## config.mk

```make
export PLATFORM = sky130hd
export DESIGN_NAME = spi_reg_bank
export DESIGN_NICKNAME = d
export VERILOG_FILES = /design/src/rtl/spi_reg_bank_pkg.sv /design/src/rtl/spi_reg_bank_sync_edge.sv /design/src/rtl/spi_reg_bank.sv
export SDC_FILE = /design/constraint.sdc
export NUM_CORES = 1
export LEC_CHECK = 0
export ABC_AREA = 1
export BUFFER_PORTS_ARGS = -buffer_cell sky130_fd_sc_hd__buf_2
export CORE_UTILIZATION = 30
export CTS_BUF_LIST = sky130_fd_sc_hd__clkbuf_8
export DETAILED_ROUTE_END_ITERATION = 8
export HOLD_SLACK_MARGIN = 0.12
export PLACE_DENSITY = 0.57
export REMOVE_ABC_BUFFERS = 1
export SLEW_MARGIN = 30
export SYNTH_ARGS = -nofsm -noshare
export SYNTH_HDL_FRONTEND = slang
export SYNTH_HIERARCHICAL = 1
export SYNTH_SLANG_ARGS = --single-unit
```

## constraint.sdc

```tcl
create_clock -name i_clk -period 2 [get_ports i_clk]
set_input_delay 0.3 -clock i_clk [delete_from_list [all_inputs] [get_ports i_clk]]
set_output_delay 0.3 -clock i_clk [all_outputs]
set_load 0.02 [all_outputs]
```

## src/rtl/spi_reg_bank_pkg.sv

```systemverilog
// Shared types for the SPI register bank: frame FSM states and bit-counter sizing.
package spi_reg_pkg;

  typedef enum logic [1:0] {
    IDLE = 2'd0,
    ADDR = 2'd1,
    DATA = 2'd2,
    DONE = 2'd3
  } spi_state_e;

  // Counts up to ADDR_W+DATA_W; 7 bits leaves headroom for the widest legal frame.
  localparam int CNT_W = 7;

endpackage

```

## src/rtl/spi_reg_bank_sync_edge.sv

```systemverilog
// Synchronises the asynchronous SPI pins into the system clock and flags SCLK rising edges.
// All three outputs carry the same SYNC_STAGES+1 cycle latency so MOSI lines up with its rise flag.
module spi_sync_edge #(
  parameter int SYNC_STAGES = 2
) (
  input  logic clk,
  input  logic rst_n,
  input  logic sclk,
  input  logic csb,
  input  logic mosi,
  output logic sclk_rise,
  output logic csb_sync,
  output logic mosi_sync
);

  logic [SYNC_STAGES-1:0] sclk_sync_r;
  logic [SYNC_STAGES-1:0] csb_sync_r;
  logic [SYNC_STAGES-1:0] mosi_sync_r;
  logic                   sclk_d_r;

  // Synchroniser chains, idle levels on reset, plus registered rise detect.
  always_ff @(posedge clk or negedge rst_n) begin
    if (!rst_n) begin
      sclk_sync_r <= {SYNC_STAGES{1'b0}};
      csb_sync_r  <= {SYNC_STAGES{1'b1}};
      mosi_sync_r <= {SYNC_STAGES{1'b0}};
      sclk_d_r    <= 1'b0;
      sclk_rise   <= 1'b0;
      csb_sync    <= 1'b1;
      mosi_sync   <= 1'b0;
    end else begin
      sclk_sync_r <= {sclk_sync_r[SYNC_STAGES-2:0], sclk};
      csb_sync_r  <= {csb_sync_r[SYNC_STAGES-2:0], csb};
      mosi_sync_r <= {mosi_sync_r[SYNC_STAGES-2:0], mosi};
      sclk_d_r    <= sclk_sync_r[SYNC_STAGES-1];
      sclk_rise   <= sclk_sync_r[SYNC_STAGES-1] & ~sclk_d_r;
      csb_sync    <= csb_sync_r[SYNC_STAGES-1];
      mosi_sync   <= mosi_sync_r[SYNC_STAGES-1];
    end
  end

endmodule

```

## src/rtl/spi_reg_bank.sv

```systemverilog
// SPI-slave register bank: address+data frames land either straight in the live registers
// (immediate) or in a pending buffer that only goes live on i_commit (deferred).
module spi_reg_bank
  import spi_reg_pkg::*;
#(
  parameter int                            NUM_REGS       = 8,
  parameter int                            DATA_W         = 24,
  parameter int                            ADDR_W         = 4,
  parameter int                            SYNC_STAGES    = 2,
  parameter logic [NUM_REGS-1:0]           IMMEDIATE_MASK = {NUM_REGS{1'b0}},
  parameter logic [NUM_REGS*DATA_W-1:0]    RESET_VAL      = {(NUM_REGS*DATA_W){1'b0}}
) (
  input  logic                       i_clk,
  input  logic                       i_reset_n,
  input  logic                       i_sclk,
  input  logic                       i_csb,
  input  logic                       i_mosi,
  input  logic                       i_commit,
  output logic [NUM_REGS*DATA_W-1:0] o_regs,
  output logic                       o_wr_strobe,
  output logic [ADDR_W-1:0]          o_wr_addr,
  output logic                       o_pending,
  output logic                       o_frame_err
);

  localparam int FRAME_LEN = ADDR_W + DATA_W;

  logic              rise_s;
  logic              csb_s;
  logic              mosi_s;
  spi_state_e        state_r;
  logic [CNT_W-1:0]  bit_cnt_r;
  logic [ADDR_W-1:0] addr_sh_r;
  logic [DATA_W-1:0] data_sh_r;
  logic [DATA_W-1:0] word_s;
  logic              last_bit_s;
  logic              addr_ok_s;
  logic              cap_s;
  logic [DATA_W-1:0] live_r [NUM_REGS];
  logic [DATA_W-1:0] pend_r [NUM_REGS];
  logic [NUM_REGS-1:0] dirty_r;

  spi_sync_edge #(.SYNC_STAGES(SYNC_STAGES)) u_sync (
    .clk       (i_clk),
    .rst_n     (i_reset_n),
    .sclk      (i_sclk),
    .csb       (i_csb),
    .mosi      (i_mosi),
    .sclk_rise (rise_s),
    .csb_sync  (csb_s),
    .mosi_sync (mosi_s)
  );

  // The final data bit is folded in combinationally so the write happens on the last rise itself.
  assign word_s     = DATA_W'({data_sh_r, mosi_s});
  assign last_bit_s = (state_r == DATA) && rise_s && !csb_s &&
                      (bit_cnt_r == CNT_W'(FRAME_LEN - 1));
  assign addr_ok_s  = (int'(addr_sh_r) < NUM_REGS);
  assign cap_s      = last_bit_s && addr_ok_s;

  // Frame FSM: bit counting, shift registers, strobe/address/error outputs.
  always_ff @(posedge i_clk or negedge i_reset_n) begin
    if (!i_reset_n) begin
      state_r     <= IDLE;
      bit_cnt_r   <= {CNT_W{1'b0}};
      addr_sh_r   <= {ADDR_W{1'b0}};
      data_sh_r   <= {DATA_W{1'b0}};
      o_wr_strobe <= 1'b0;
      o_wr_addr   <= {ADDR_W{1'b0}};
      o_frame_err <= 1'b0;
    end else begin
      o_wr_strobe <= 1'b0;
      o_frame_err <= 1'b0;
      if (csb_s) begin
        // Deselect mid-frame is only an error once at least one bit has been clocked in.
        o_frame_err <= ((state_r == ADDR) || (state_r == DATA)) &&
                       (bit_cnt_r != {CNT_W{1'b0}});
        state_r     <= IDLE;
        bit_cnt_r   <= {CNT_W{1'b0}};
        addr_sh_r   <= {ADDR_W{1'b0}};
        data_sh_r   <= {DATA_W{1'b0}};
      end else begin
        case (state_r)
          IDLE: state_r <= ADDR;
          ADDR: begin
            if (rise_s) begin
              addr_sh_r <= ADDR_W'({addr_sh_r, mosi_s});
              bit_cnt_r <= bit_cnt_r + CNT_W'(1);
              if (bit_cnt_r == CNT_W'(ADDR_W - 1)) begin
                state_r <= DATA;
              end
            end
          end
          DATA: begin
            if (rise_s) begin
              data_sh_r <= word_s;
              bit_cnt_r <= bit_cnt_r + CNT_W'(1);
              if (last_bit_s) begin
                state_r     <= DONE;
                o_wr_strobe <= addr_ok_s;
                o_frame_err <= !addr_ok_s;
                if (addr_ok_s) begin
                  o_wr_addr <= addr_sh_r;
                end
              end
            end
          end
          DONE:    state_r <= DONE;
          default: state_r <= IDLE;
        endcase
      end
    end
  end

  // Register storage: commit moves dirty pending words live; a capture in the same
  // cycle overrides the dirty clear so the new word waits for the next commit.
  always_ff @(posedge i_clk or negedge i_reset_n) begin
    if (!i_reset_n) begin
      for (int r = 0; r < NUM_REGS; r++) begin
        live_r[r] <= RESET_VAL[r*DATA_W +: DATA_W];
        pend_r[r] <= RESET_VAL[r*DATA_W +: DATA_W];
      end
      dirty_r   <= {NUM_REGS{1'b0}};
      o_pending <= 1'b0;
    end else begin
      o_pending <= |dirty_r;
      for (int r = 0; r < NUM_REGS; r++) begin
        if (i_commit && dirty_r[r]) begin
          live_r[r]  <= pend_r[r];
          dirty_r[r] <= 1'b0;
        end
        if (cap_s && (addr_sh_r == ADDR_W'(r))) begin
          if (IMMEDIATE_MASK[r]) begin
            live_r[r] <= word_s;
          end else begin
            pend_r[r]  <= word_s;
            dirty_r[r] <= 1'b1;
          end
        end
      end
    end
  end

  for (genvar g = 0; g < NUM_REGS; g++) begin : g_out
    assign o_regs[g*DATA_W +: DATA_W] = live_r[g];
  end

endmodule

```

Yosys cells after proc, flatten, opt, wreduce, memory -nomap -nowiden
Index checks and enable logic that the tools add are counted.
{ "classes": {"add_sub_neg": 1, "n_mul": 0, "div_mod_pow": 0, "n_lt_le_gt_ge": 1, "n_eq_ne": 16, "n_shift": 0, "mux": 39, "n_bitwise": 3, "reduce_logical": 46} }
{ "op_table": {"columns": ["operator", "n"], "rows": [
  ["2-to-1 mux 23 bit", 3],
  ["2-to-1 mux 1 bit", 24],
  ["nonzero test 2 bit", 12],
  ["logical AND 1 bit", 21],
  ["2-to-1 mux 7 bit", 3],
  ["== test 4 x 3 -> 1 bit (second input constant)", 4],
  ["2-to-1 mux 4 bit", 3],
  ["2-to-1 mux 2 bit", 5],
  ["inequality test 3 x 1 -> 1 bit (second input constant)", 3],
  ["== test 4 x 2 -> 1 bit (second input constant)", 2],
  ["case mux 2 bit (4 select lines)", 1],
  ["OR reduction 8 bit", 1],
  ["adder 7 x 1 -> 7 bit (second input constant)", 1],
  ["== test 7 x 2 -> 1 bit (second input constant)", 1],
  ["== test 7 x 5 -> 1 bit (second input constant)", 1],
  ["nonzero test 7 bit", 1],
  ["AND reduction 2 bit", 3],
  ["AND reduction 5 bit", 1],
  ["== test 2 bit (second input constant)", 2],
  ["== test 4 x 1 -> 1 bit (second input constant)", 1],
  ["zero test 4 bit", 1],
  ["less-than comparator 4 bit (second input constant)", 1],
  ["AND reduction 4 bit", 1],
  ["inequality test 3 x 2 -> 1 bit (second input constant)", 1],
  ["7 further kinds", 9]
]} }
{ "word_totals": {"register_bits": 445, "latchBits": 0, "mem_bits_rw": 0, "mem_bits_ro": 0, "inputBits": 6, "out_inout_bits": 199, "word_cells": 145, "memories": 0} }

Depth between registers and ports, before layout
Gate-level depths: netlist of the first run.
{ "logic_depth": {"depth_word": 8, "mapped_depth": 10, "ltp_nobuf": 10} }

By module
Netlist of the first run, hierarchy kept.
{ "by_module_without_submodules": {"columns": ["mod", "instances", "cells_per_inst", "area_each_um2", "seq_area_each_um2"], "rows": [
  ["spi_reg_bank", 1, 1390, 16543.4, 10885.4],
  ["spi_sync_edge", 1, 12, 264.0, 254.0]
]} }

Worst setup path after synthesis of the first run
OpenSTA, ideal clock, no wires.
{ "synth_timing": {"kind": "flip-flop to flip-flop", "from": "reg state_r[0]", "to": "reg pend_r[100] (netlist bit)", "setup_ps": 126, "arrival_time_ps": 1647, "t_required_ps": 1874, "setup_slack_ps": 227, "stages_incl_launch_ff": 10, "n_path_buf": 2, "period_less_slack_ps": 1773, "cell_sequence": "dfrtp_1 inv_1 ha_1 nand2_1 nor2_2 nand3_2 nor2_1 buf_2 buf_4 a21oi_1"} }
{ "synth_via": {"elab_chain_cells": 6} }
{ "synth_lines": {"columns": ["element", "line_no", "text"], "rows": [
  ["start, declared", "spi_reg_bank.sv:31", "spi_state_e state_r;"],
  ["start signal, assigned", "spi_reg_bank.sv:64", "state_r <= IDLE;"],
  ["start signal, assigned", "spi_reg_bank.sv:78", "state_r <= IDLE;"],
  ["start signal, assigned", "spi_reg_bank.sv:84", "IDLE: state_r <= ADDR;"],
  ["== test 2 bit", "spi_reg_bank.sv:56", "assign last_bit_s = (state_r == DATA) && rise_s && !csb_s &&"],
  ["logical AND 1 bit (3 in a row)", "spi_reg_bank.sv:56", null],
  ["logical AND 1 bit", "spi_reg_bank.sv:59", "assign cap_s = last_bit_s && addr_ok_s;"],
  ["logical AND 1 bit", "spi_reg_bank.sv:132", "if (cap_s && (addr_sh_r == ADDR_W'(r))) begin"],
  ["end signal, assigned by index", "spi_reg_bank.sv:121", "pend_r[r] <= RESET_VAL[r*DATA_W +: DATA_W];"],
  ["end signal, assigned by index", "spi_reg_bank.sv:136", "pend_r[r] <= word_s;"],
  ["end, declared", "spi_reg_bank.sv:40", "logic [DATA_W-1:0] pend_r [NUM_REGS];"]
]} }
Every way passes these cells.
A chain may end at the register's enable or synchronous reset.

Worst setup path after layout of the first run
{ "layout_timing": {"from": "reg state_r[0]", "to": "reg pend_r[117] (netlist bit)"} }
Same word-level chain as after synthesis.

==> impl_metrics.ini, run 1 <==
[die]
start_util_pct = 30.45
fp.dieW_um = 238.7
core_area_mm2 = 0.05520
floorplan.rows = 86
fp.dieH_um = 238.7
die-area_mm2 = 0.05698
io_pins = 205

[worst_setup_path]
cpMostUsedCell = nor2_4
rrSetupSlack_ns = 0.1
start_kind = flip-flop
crit_arrival_ns = 2.46
endpoint_kind = flip-flop
r2r_cells = 10
required_ns = 2.56
r2r_start = state_r[0]
r2r-end = pend_r[117]
path_cells = inv_1, ha_2, nand2_1, nor2_4, nand3_4, nor2_4, buf_12, clkbuf_16, nor2_1, a21oi_1
cpMaxStageDelayCell = dfrtp_1
critPathKind = reg2reg
slowest_delay_ns = 0.39
cp_max_fo = 12

[sta]
fmax_mhz = 525.5
finalCritPeriodShare_pct = 95.15
maxSlewHeadroom_pct = 70.62
worst-slew-pin-transition_ns = 0.4408
drv_slew = 0
finalSetupViolations = 0
min_period_ns = 1.903
setup_tns_ns = 0
finalClockSkew_ns = 0.02448
rsz0062_at_grt = no
hold_violations = 0

[power]
vdd_drop_max_v = 0.0003712
power_switching_w = 0.004094
intPower_w = 0.01373
combPwrFrac_pct = 3.7
p_leak_nw = 11.27
p_total_w = 0.01783
power_per_cell_area_mw_per_mm2 = 854.6
seqPwrFrac_pct = 51.2
swShare_pct = 22.96
clkPwrFrac_pct = 45.1

[synth]
yosys.area_share.simple_pct = 12.58
synth_xor_area_share_pct = 0
syn_area_per_cell_um2 = 11.99
synth_area_mm2 = 0.01681
synthFlopType = dfrtp_1
ys_ff_latch = 445
synth_top_family_by_area = multiplexers
ys_seq_area_share_pct = 66.28
yosys_warnings = 6
syn_inst = 1402
synth-compound-area-share_pct = 4.467
synth.distinct_cells = 24
synthAdderAreaFrac_pct = 0.3722
synth_edf_count = 0
synth_mux_area_share_pct = 12.86
async_reset_ff_share_pct = 100.0

[cells_and_area]
nets = 1683
multiInputGateArea_mm2 = 0.005159
nFillCells = 5434
syn_to_final_growth_pct = 24.12
drive_above_1_share_pct = 33.76
regArea_mm2 = 0.01114

[place]
gp_congestion = 0.8045
port_buffers = 204
hpwl_um = 30570

[routing]
drc_errors = 0
first_iter_violations = 798
drt_pass1_iterations = 5
antenna_left = 0
drt-total-wl_um = 46400
via_per_inst = 4.691
vias = 11600
wl_per_cell_um = 18.76

[worst_hold_path]
hp-start = i_mosi
worstHoldPathType = in2reg
hold_end = u_sync/mosi_sync_r[0]
min_path_cells = 2

[clock_network]
cts_tree = built
clk_latency_ns = 0.64
htree_levels = 3
cts_max_path_buffers = 3
numCtsBuffers = 77
cts.clk_slew.worst_paths_ns = 0.06
cts.sinks = 445
clk_root_buffer_cell = clkbuf_8

[global_routing]
gr-total-overflow = 0
grt_max_degree = 83
antenna_found_initial = 1
grt_usage_pct = 16.32
grt_pass1_vias = 11790
grt_pass1_wl_um = 70990

[flow_run]
cap_violations = 0

[status]
status = finished, final reports clean
==> cell usage after synthesis (7+ instances only) <==
library cell / count / area, µm²
a21oi_1: 100 / 500.5
buf_1: 7 / 26.28
buf_2: 24 / 120.1
buf_4: 9 / 67.56
clkbuf_1: 40 / 150.1
dfrtp_1: 442 / 11060
inv_1: 55 / 206.5
mux2_2: 192 / 2162
nand2_1: 235 / 882.1
nand3_1: 15 / 75.07
nand4_1: 105 / 656.9
nor2_1: 116 / 435.4
o21ai_0: 9 / 45.04
o22ai_1: 27 / 168.9
==> power by group through the flow <==
stage               clock [W]  combinational (W)  sequential [W]
global route          0.00877           0.000751         0.00912
global placement            0           0.000630         0.00927
CTS                   0.00834           0.000672         0.00912
finish                0.00805           0.000658         0.00912
detailed placement          0           0.000653         0.00928
floorplan                   0           0.000259         0.00928
==> layout by cell type, fill, tap and decap left out, types with 5 or more instances in the layout <==
| master | count |
|---|---|
| nand2_1 | 234 |
| inv_1 | 83 |
| o21ai_0 | 9 |
| nand3_1 | 15 |
| nor2_2 | 6 |
| dlygate4sd3_1 | 6 |
| buf_4 | 33 |
| nor2_1 | 107 |
| mux2_2 | 192 |
| clkinv_2 | 5 |
| o22ai_1 | 27 |
| dfrtp_1 | 442 |
| buf_2 | 203 |
| o21ai_1 | 6 |
| nand4_1 | 105 |
| nor2_4 | 5 |
| a21oi_1 | 100 |
| buf_12 | 24 |
| clkbuf_8 | 98 |
==> how the worst max path moves through the flow <==
stage                             from            to  slack, ns
after floorplan             state_r[0]  o_wr_addr[0]      -2.45
after global placement      state_r[0]   pend_r[157]       0.17
after detailed placement    state_r[0]   pend_r[101]       0.09
after CTS                 bit_cnt_r[0]   pend_r[188]       0.08
after global routing        state_r[0]   pend_r[117]     0.0009
final                       state_r[0]   pend_r[117]        0.1
==> flip-flops by register name (all words and copies together), names as in the netlist, 4 cells and up <==
name and cells:
addr_sh_r 4, dirty_r 8, o_wr_addr 4, o_regs 192, bit_cnt_r 7, data_sh_r 23
pend_r 192
==> cell type report <==
type / count / share of cell area, %
Sequential cell: 445 / 53.40
Multi-Input combinational cell: 820 / 24.73
Timing Repair Buffer: 271 / 9.135
Clock buffer: 98 / 6.466
Tap cell: 748 / 4.486
Inverter: 57 / 1.032
Clock inverter: 33 / 0.7437
Antenna cell: 1 / 0.01200
==> metal layers <==
metal	share of wire [%]	GRT usage, %	vias to the layer above
li1	-	-	5347
met1	45	22.15	5874
met2	48	26.15	304
met3	4.4	3.233	77
met4	2.2	5.245	0
met5	0	0	-
==> timing repair <==
action | 4_1_cts | 5_1_grt
gates resized for setup | 0 | 5
setup endpoints to repair | 0 | 110
endpoints found under the hold margin | 339 | 0
setup buffers | 0 | 1
hold buffers | 7 | 0
==> critical path: cells and delay by family (launching register included) <==
family,cells,cell delay [ns]
AOI/OAI and AO/OA,1,0.12
adders and majority gates,1,0.20
buffers and inverters,3,0.42
DFF,1,0.39
and+or+nand+nor,5,0.68
==> cells by family after synthesis <==
| kind of cell | Yosys count |
|---|---|
| buffers and inverters | 137 |
| and+or+nand+nor | 480 |
| DFF | 445 |
| adders and majority gates | 5 |
| AOI/OAI and AO/OA | 143 |
| muxes | 192 |
==> metrics by stage <==
step                area (µm²)  utilization, %  hold WS, ns  setup WS, ns  std cells
finish                   20860           37.79       0.3155       0.09696       2473
global route             20860           37.79       0.2646     0.0008777       2473
CTS                      20730           37.56       0.2536       0.07606       2467
detailed placement       19150           34.69       0.2201       0.09142       2329
global placement         19150           34.69       0.2186        0.1729       2329
floorplan                16440               -     0.004409        -2.455       1322
Power figures use the tool's default switching activity.
==> run 2, diff against run 1 <==
--- a/config.mk
+++ b/config.mk
@@ -7,11 +7,14 @@
 export LEC_CHECK = 0
 export ABC_AREA = 1
 export BUFFER_PORTS_ARGS = -buffer_cell sky130_fd_sc_hd__buf_2
+export CAP_MARGIN = 40
+export CELL_PAD_IN_SITES_DETAIL_PLACEMENT = 2
+export CELL_PAD_IN_SITES_GLOBAL_PLACEMENT = 2
 export CORE_UTILIZATION = 30
 export CTS_BUF_LIST = sky130_fd_sc_hd__clkbuf_8
 export DETAILED_ROUTE_END_ITERATION = 8
 export HOLD_SLACK_MARGIN = 0.12
-export PLACE_DENSITY = 0.57
+export PLACE_DENSITY = 0.74
 export REMOVE_ABC_BUFFERS = 1
 export SLEW_MARGIN = 30
 export SYNTH_ARGS = -nofsm -noshare
==> run 2 against run 1 <==
  * Sequential cell count is the same
  * Total power is 4.0% higher
  * Register-to-register slack hardly changed
  * Cell count is 0.20% lower
  * Largest power group unchanged
  * Highest routed layer unchanged
==> impl_metrics.ini, run 2 (synthesis results as in run 1) <==
[power]
p_leak_nw = 11.25
power_per_cell_area_mw_per_mm2 = 888.3
p_total_w = 0.01854
vdd_drop_max_v = 0.0004164

[global_routing]
gr-total-overflow = 0
grtUsageMet1_pct = 24.48
grt_max_degree = 105
met2_usage_pct = 30.20
met3_usage_pct = 3.372
antenna_found_initial = 2
grt_usage_pct = 18.59
grt_pass1_wl_um = 80470
grt_pass1_vias = 13510
grt_busiest_layer = met2

[worst_setup_path]
r2r-end = pend_r[177]
cp_top_family = simple AND/OR/NAND/NOR gates
slowest_delay_ns = 0.41
crit_cells = 10
cp-startpoint = state_r[0]
crit_arrival_ns = 2.45
cp_max_fo = 12
endpoint_kind = flip-flop
start_kind = flip-flop
cpMaxStageDelayCell = dfrtp_1
r2r_start = state_r[0]
required_ns = 2.55
rrSetupSlack_ns = 0.1
critPathBufInv = 3
critPathKind = reg2reg
path_cells = inv_2, ha_2, nand2_1, nor2_4, nand3_4, nor2_4, buf_12, buf_12, nor2_1, a21oi_1
r2r_cells = 10

[clock_network]
cts_max_path_buffers = 3
cts_tree = built
cts.clk_slew.worst_paths_ns = 0.06
clk_latency_ns = 0.66
numCtsBuffers = 79
cts.sinks = 445
clk_root_buffer_cell = clkbuf_8
htree_levels = 3

[routing]
drt-total-wl_um = 54320
drc_errors = 0
vias = 12080
wl_per_cell_um = 22.01
first_iter_violations = 561
drt_pass1_iterations = 6
antenna_left = 0
via_per_inst = 4.896

[die]
floorplan.rows = 86
fp.dieW_um = 238.7
start_util_pct = 30.45
core_area_mm2 = 0.05520
io_pins = 205
fp.dieH_um = 238.7
die-area_mm2 = 0.05698

[sta]
finalClockSkew_ns = 0.03208
finalSetupViolations = 0
fmax_mhz = 525.6
hold_violations = 0
drv_slew = 0
whs_ns = 0.2919
min_period_ns = 1.903
maxSlewHeadroom_pct = 61.31
worst-slew-pin-transition_ns = 0.5804
finalCritPeriodShare_pct = 95.13

[place]
port_buffers = 204
hpwl_um = 33910
place_area_mm2 = 0.01900
gp_congestion = 0.7405

[cells_and_area]
nets = 1675
drive_above_1_share_pct = 33.86
nFillCells = 5759
mostFrequentLayoutCell = dfrtp_1
fin_area_mm2 = 0.02088
syn_to_final_growth_pct = 24.22
layout_common_cells = dfrtp_1 (442), nand2_1 (235), buf_2 (203), mux2_2 (192), nor2_1 (106)

[status]
status = finished, final reports clean

[worst_hold_path]
worstHoldPathType = in2async

[flow_run]
cap_violations = 0
==> run 2: changes by cell type in the layout (fill, tap and decap cells not counted), moves of 2 or more <==
cell / delta
clkinv_2: -3
buf_12: -4
inv_6: +2
clkbuf_8: +7
inv_1: -4
buf_4: -6
==> run 2: tightest hold or removal path, stage by stage <==
cell and delay (ns):
dlygate4sd3_1 0.56, buf_8 0.22, buf_4 0.19
==> run 2: repair_timing <==
item	CTS	global route
setup buffers	0	2
resized for setup	1	6
hold buffers	6	0
cloned	0	5
endpoints found under the setup margin	1	118
hold endpoints to repair	453	0
pin swaps	0	4
==> run 2: how the worst max path moves through the flow <==
| stage | endpoint | slack, ns |
|---|---|---|
| floorplan | o_wr_addr[0] | -2.45 |
| global placement | pend_r[106] | 0.19 |
| detailed placement | pend_r[170] | -0.03 |
| CTS | pend_r[170] | 0.04 |
| global route | pend_r[190] | -0.02 |
| finish | pend_r[177] | 0.1 |
==> run 2: cell type report <==
cell class              count  area, µm²  share of cell area, %
flip-flops and latches    445      11140                  53.36
multi-input cells         820       5160                  24.72
repair buffers            261       1795                  8.600
clock buffers             105       1445                  6.922
well taps                 748      935.9                  4.483
inverters                  57      215.2                  1.031
clock inverters            31      183.9                 0.8810
diodes                      1      2.502                0.01199
==> run 2: through the flow <==
stage               worst slack (ns)  setup TNS [ns]  utilization [%]  instances
finish                       0.09740               0            37.82       2468
global route                -0.01730        -0.09061            37.82       2468
CTS                          0.04496               0            37.51       2460
detailed placement          -0.03293        -0.03293            34.42       2318
global placement              0.1875               0            34.42       2318
floorplan                     -2.455         -303.32                -       1322
==> run 2: power by group <==
part,switching (W),leakage (nW),internal (W)
clock network,0.00384,0.929,0.00491
logic,0.000502,4.14,0.000166
registers,0.0000593,6.19,0.00907
==> run 2: metal layers <==
metal | share of wire, % | wire, µm
met2 | 49 | 26780
met3 | 3.8 | 2085
met4 | 2.5 | 1331
met1 | 44 | 24120
met5 | 0 | 0
==> run 3, diff against run 2 <==
--- a/config.mk
+++ b/config.mk
@@ -12,9 +12,10 @@
 export CELL_PAD_IN_SITES_GLOBAL_PLACEMENT = 2
 export CORE_UTILIZATION = 30
 export CTS_BUF_LIST = sky130_fd_sc_hd__clkbuf_8
+export CTS_CLUSTER_DIAMETER = 100
 export DETAILED_ROUTE_END_ITERATION = 8
 export HOLD_SLACK_MARGIN = 0.12
-export PLACE_DENSITY = 0.74
+export PLACE_DENSITY = 0.73
 export REMOVE_ABC_BUFFERS = 1
 export SLEW_MARGIN = 30
 export SYNTH_ARGS = -nofsm -noshare
==> run 3 against run 2 <==
  * First-iteration DRC count grew 13%
  * Combinational power grew 2%
  * Critical path depth is the same
  * Sequential cell count is the same
  * Wire length shrank 2.5%
  * Clock skew grew 0.0018 ns
  * Cell area grew 0.40%
  * Fmax shrank 0.84%
  * Non-clock buffer count grew 6
  * Via count shrank 0.48%
  * Sequential share of layout area shrank 0.21 points
  * Critical endpoint is now pend_r[119]
  * Highest routed layer is now met5
==> impl_metrics.ini, run 3 (synthesis results as in run 1) <==
[routing]
drc_errors = 0
vias = 12030
wl_per_cell_um = 21.32
antenna_left = 0
via_per_inst = 4.841
first_iter_violations = 636
drt-total-wl_um = 52970
drt_pass1_iterations = 5

[clock_network]
clk_latency_ns = 0.67
clk_root_buffer_cell = clkbuf_8
numCtsBuffers = 81
cts_tree = built
cts_max_path_buffers = 3
cts.clk_slew.worst_paths_ns = 0.06
htree_levels = 3
cts.sinks = 445

[power]
p_leak_nw = 11.32
vdd_drop_max_v = 0.0003861
combPwrFrac_pct = 3.6
power_per_cell_area_mw_per_mm2 = 896.1
clkPwrFrac_pct = 47.8
seqPwrFrac_pct = 48.6
swShare_pct = 23.91
intPower_w = 0.01429
power_switching_w = 0.004492

[worst_setup_path]
start_kind = flip-flop
cp_max_fo = 24
crit_arrival_ns = 2.48
endpoint_kind = flip-flop
required_ns = 2.57
critPathKind = reg2reg

[sta]
worst-slew-pin-transition_ns = 0.4964
maxSlewHeadroom_pct = 66.90
finalWorstSetupSlack_ns = 0.08122
finalCritPeriodShare_pct = 95.94
setup_tns_ns = 0
finalSetupViolations = 0
hold_violations = 0
whs_ns = 0.1516
min_period_ns = 1.919
drv_slew = 0
fmax_mhz = 521.2
finalClockSkew_ns = 0.03387
rsz0062_at_grt = yes

[place]
dp_cells = 2329
port_buffers = 204
gp_congestion = 0.7679
pre_cts_ws_ns = -0.06548
hpwl_um = 35020

[global_routing]
grt_usage_pct = 18.72
grt_pass1_vias = 13660
grt_max_degree = 97
antenna_found_initial = 2
gr-total-overflow = 0
grt_pass1_wl_um = 81500

[worst_hold_path]
worstHoldPathType = in2async

[cells_and_area]
regArea_mm2 = 0.01114
syn_to_final_growth_pct = 24.72
nets = 1683
nFillCells = 5755
multiInputGateArea_mm2 = 0.005166
layout_common_cells = dfrtp_1 (442), nand2_1 (235), buf_2 (203), mux2_2 (192), clkbuf_8 (107)
final_cells = 2484
mostFrequentLayoutCell = dfrtp_1
final_util_pct = 37.97
drive_above_1_share_pct = 34.41

[status]
status = finished, final reports clean

[die]
io_pins = 205
start_util_pct = 30.45
die-area_mm2 = 0.05698
core_area_mm2 = 0.05520
fp.dieH_um = 238.7
floorplan.rows = 86
fp.dieW_um = 238.7

[flow_run]
cap_violations = 0
[run 3: changes by cell type in the layout (fill, tap and decap cells not counted)]
cell,previous run,this run
clkbuf_8,105,107
clkbuf_16,4,2
nor2_2,7,8
inv_6,2,4
clkinv_2,2,5
a21oi_1,99,98
inv_1,79,82
buf_4,27,36
a21oi_2,1,2
buf_6,1,0
nor2_1,106,105
[run 3: what timing repair did]
action                                 4_1_cts  5_1_grt
buffers inserted                             0        1
gates cloned                                 0        2
hold buffers                                 5        0
setup endpoints to repair                    1       71
pin swaps                                    0        1
resized for setup                            3        5
endpoints found under the hold margin      451        0
[run 3: routing by layer]
layer / track usage (%) / share of wire (%) / vias to the layer above
met5: 0 / 0.013 / -
met4: 6.740 / 2.7 / 2
met3: 3.545 / 3.6 / 99
met2: 30.88 / 49 / 273
met1: 24.46 / 45 / 6330
li1: - / - / 5322
[run 3: worst paths after layout]
path                       depth (start not counted)                  start               endpoint  slack, ns
hold / removal                                     2              i_reset_n            pend_r[167]       0.15
setup reg to reg                                  10             state_r[0]            pend_r[119]       0.08
setup / recovery                                  10             state_r[0]            pend_r[119]       0.08
min in group i_clk                                 2                  i_csb   u_sync/csb_sync_r[0]       0.31
hold reg to reg                                    0  u_sync/sclk_sync_r[0]  u_sync/sclk_sync_r[1]       0.35
max in group asynchronous                          3              i_reset_n             pend_r[77]       1.04
[run 3: power groups by stage]
| stage | Sequential (W) | Combinational [W] | Clock [W] |
|---|---|---|---|
| 6_report | 0.00913 | 0.000682 | 0.00898 |
| 4_1_cts | 0.00912 | 0.000696 | 0.00926 |
| 3_3_place_gp | 0.00928 | 0.000641 | 0 |
| 5_1_grt | 0.00912 | 0.000774 | 0.00969 |
| 3_5_place_dp | 0.00928 | 0.000686 | 0 |
| 2_1_floorplan | 0.00928 | 0.000259 | 0 |
[run 3: worst max-delay path, cell delays in order (launching register included)]
cell	delay (ns)
dfrtp_1	0.41
inv_1	0.11
ha_2	0.21
nand2_1	0.10
nor2_4	0.14
nand3_4	0.17
nor2_4	0.17
buf_12	0.14
clkbuf_16	0.21
nor2_1	0.06
a21oi_1	0.12
[run 3: layout make-up]
class                      count  area share, %
antenna                        1        0.01194
tap                          748          4.465
multi-input combinational    820          24.65
sequential                   445          53.14
clock inverter                39          1.092
clock buffer                 107          7.026
inverter                      57          1.021
timing repair buffer         267          8.595
[run 3: stage by stage]
stage | area, µm² | total power (W)
floorplan | 16440 | 0.009535
global placement | 19110 | 0.009919
detailed placement | 19110 | 0.009970
CTS | 20870 | 0.01908
global route | 20960 | 0.01958
finish | 20960 | 0.01878
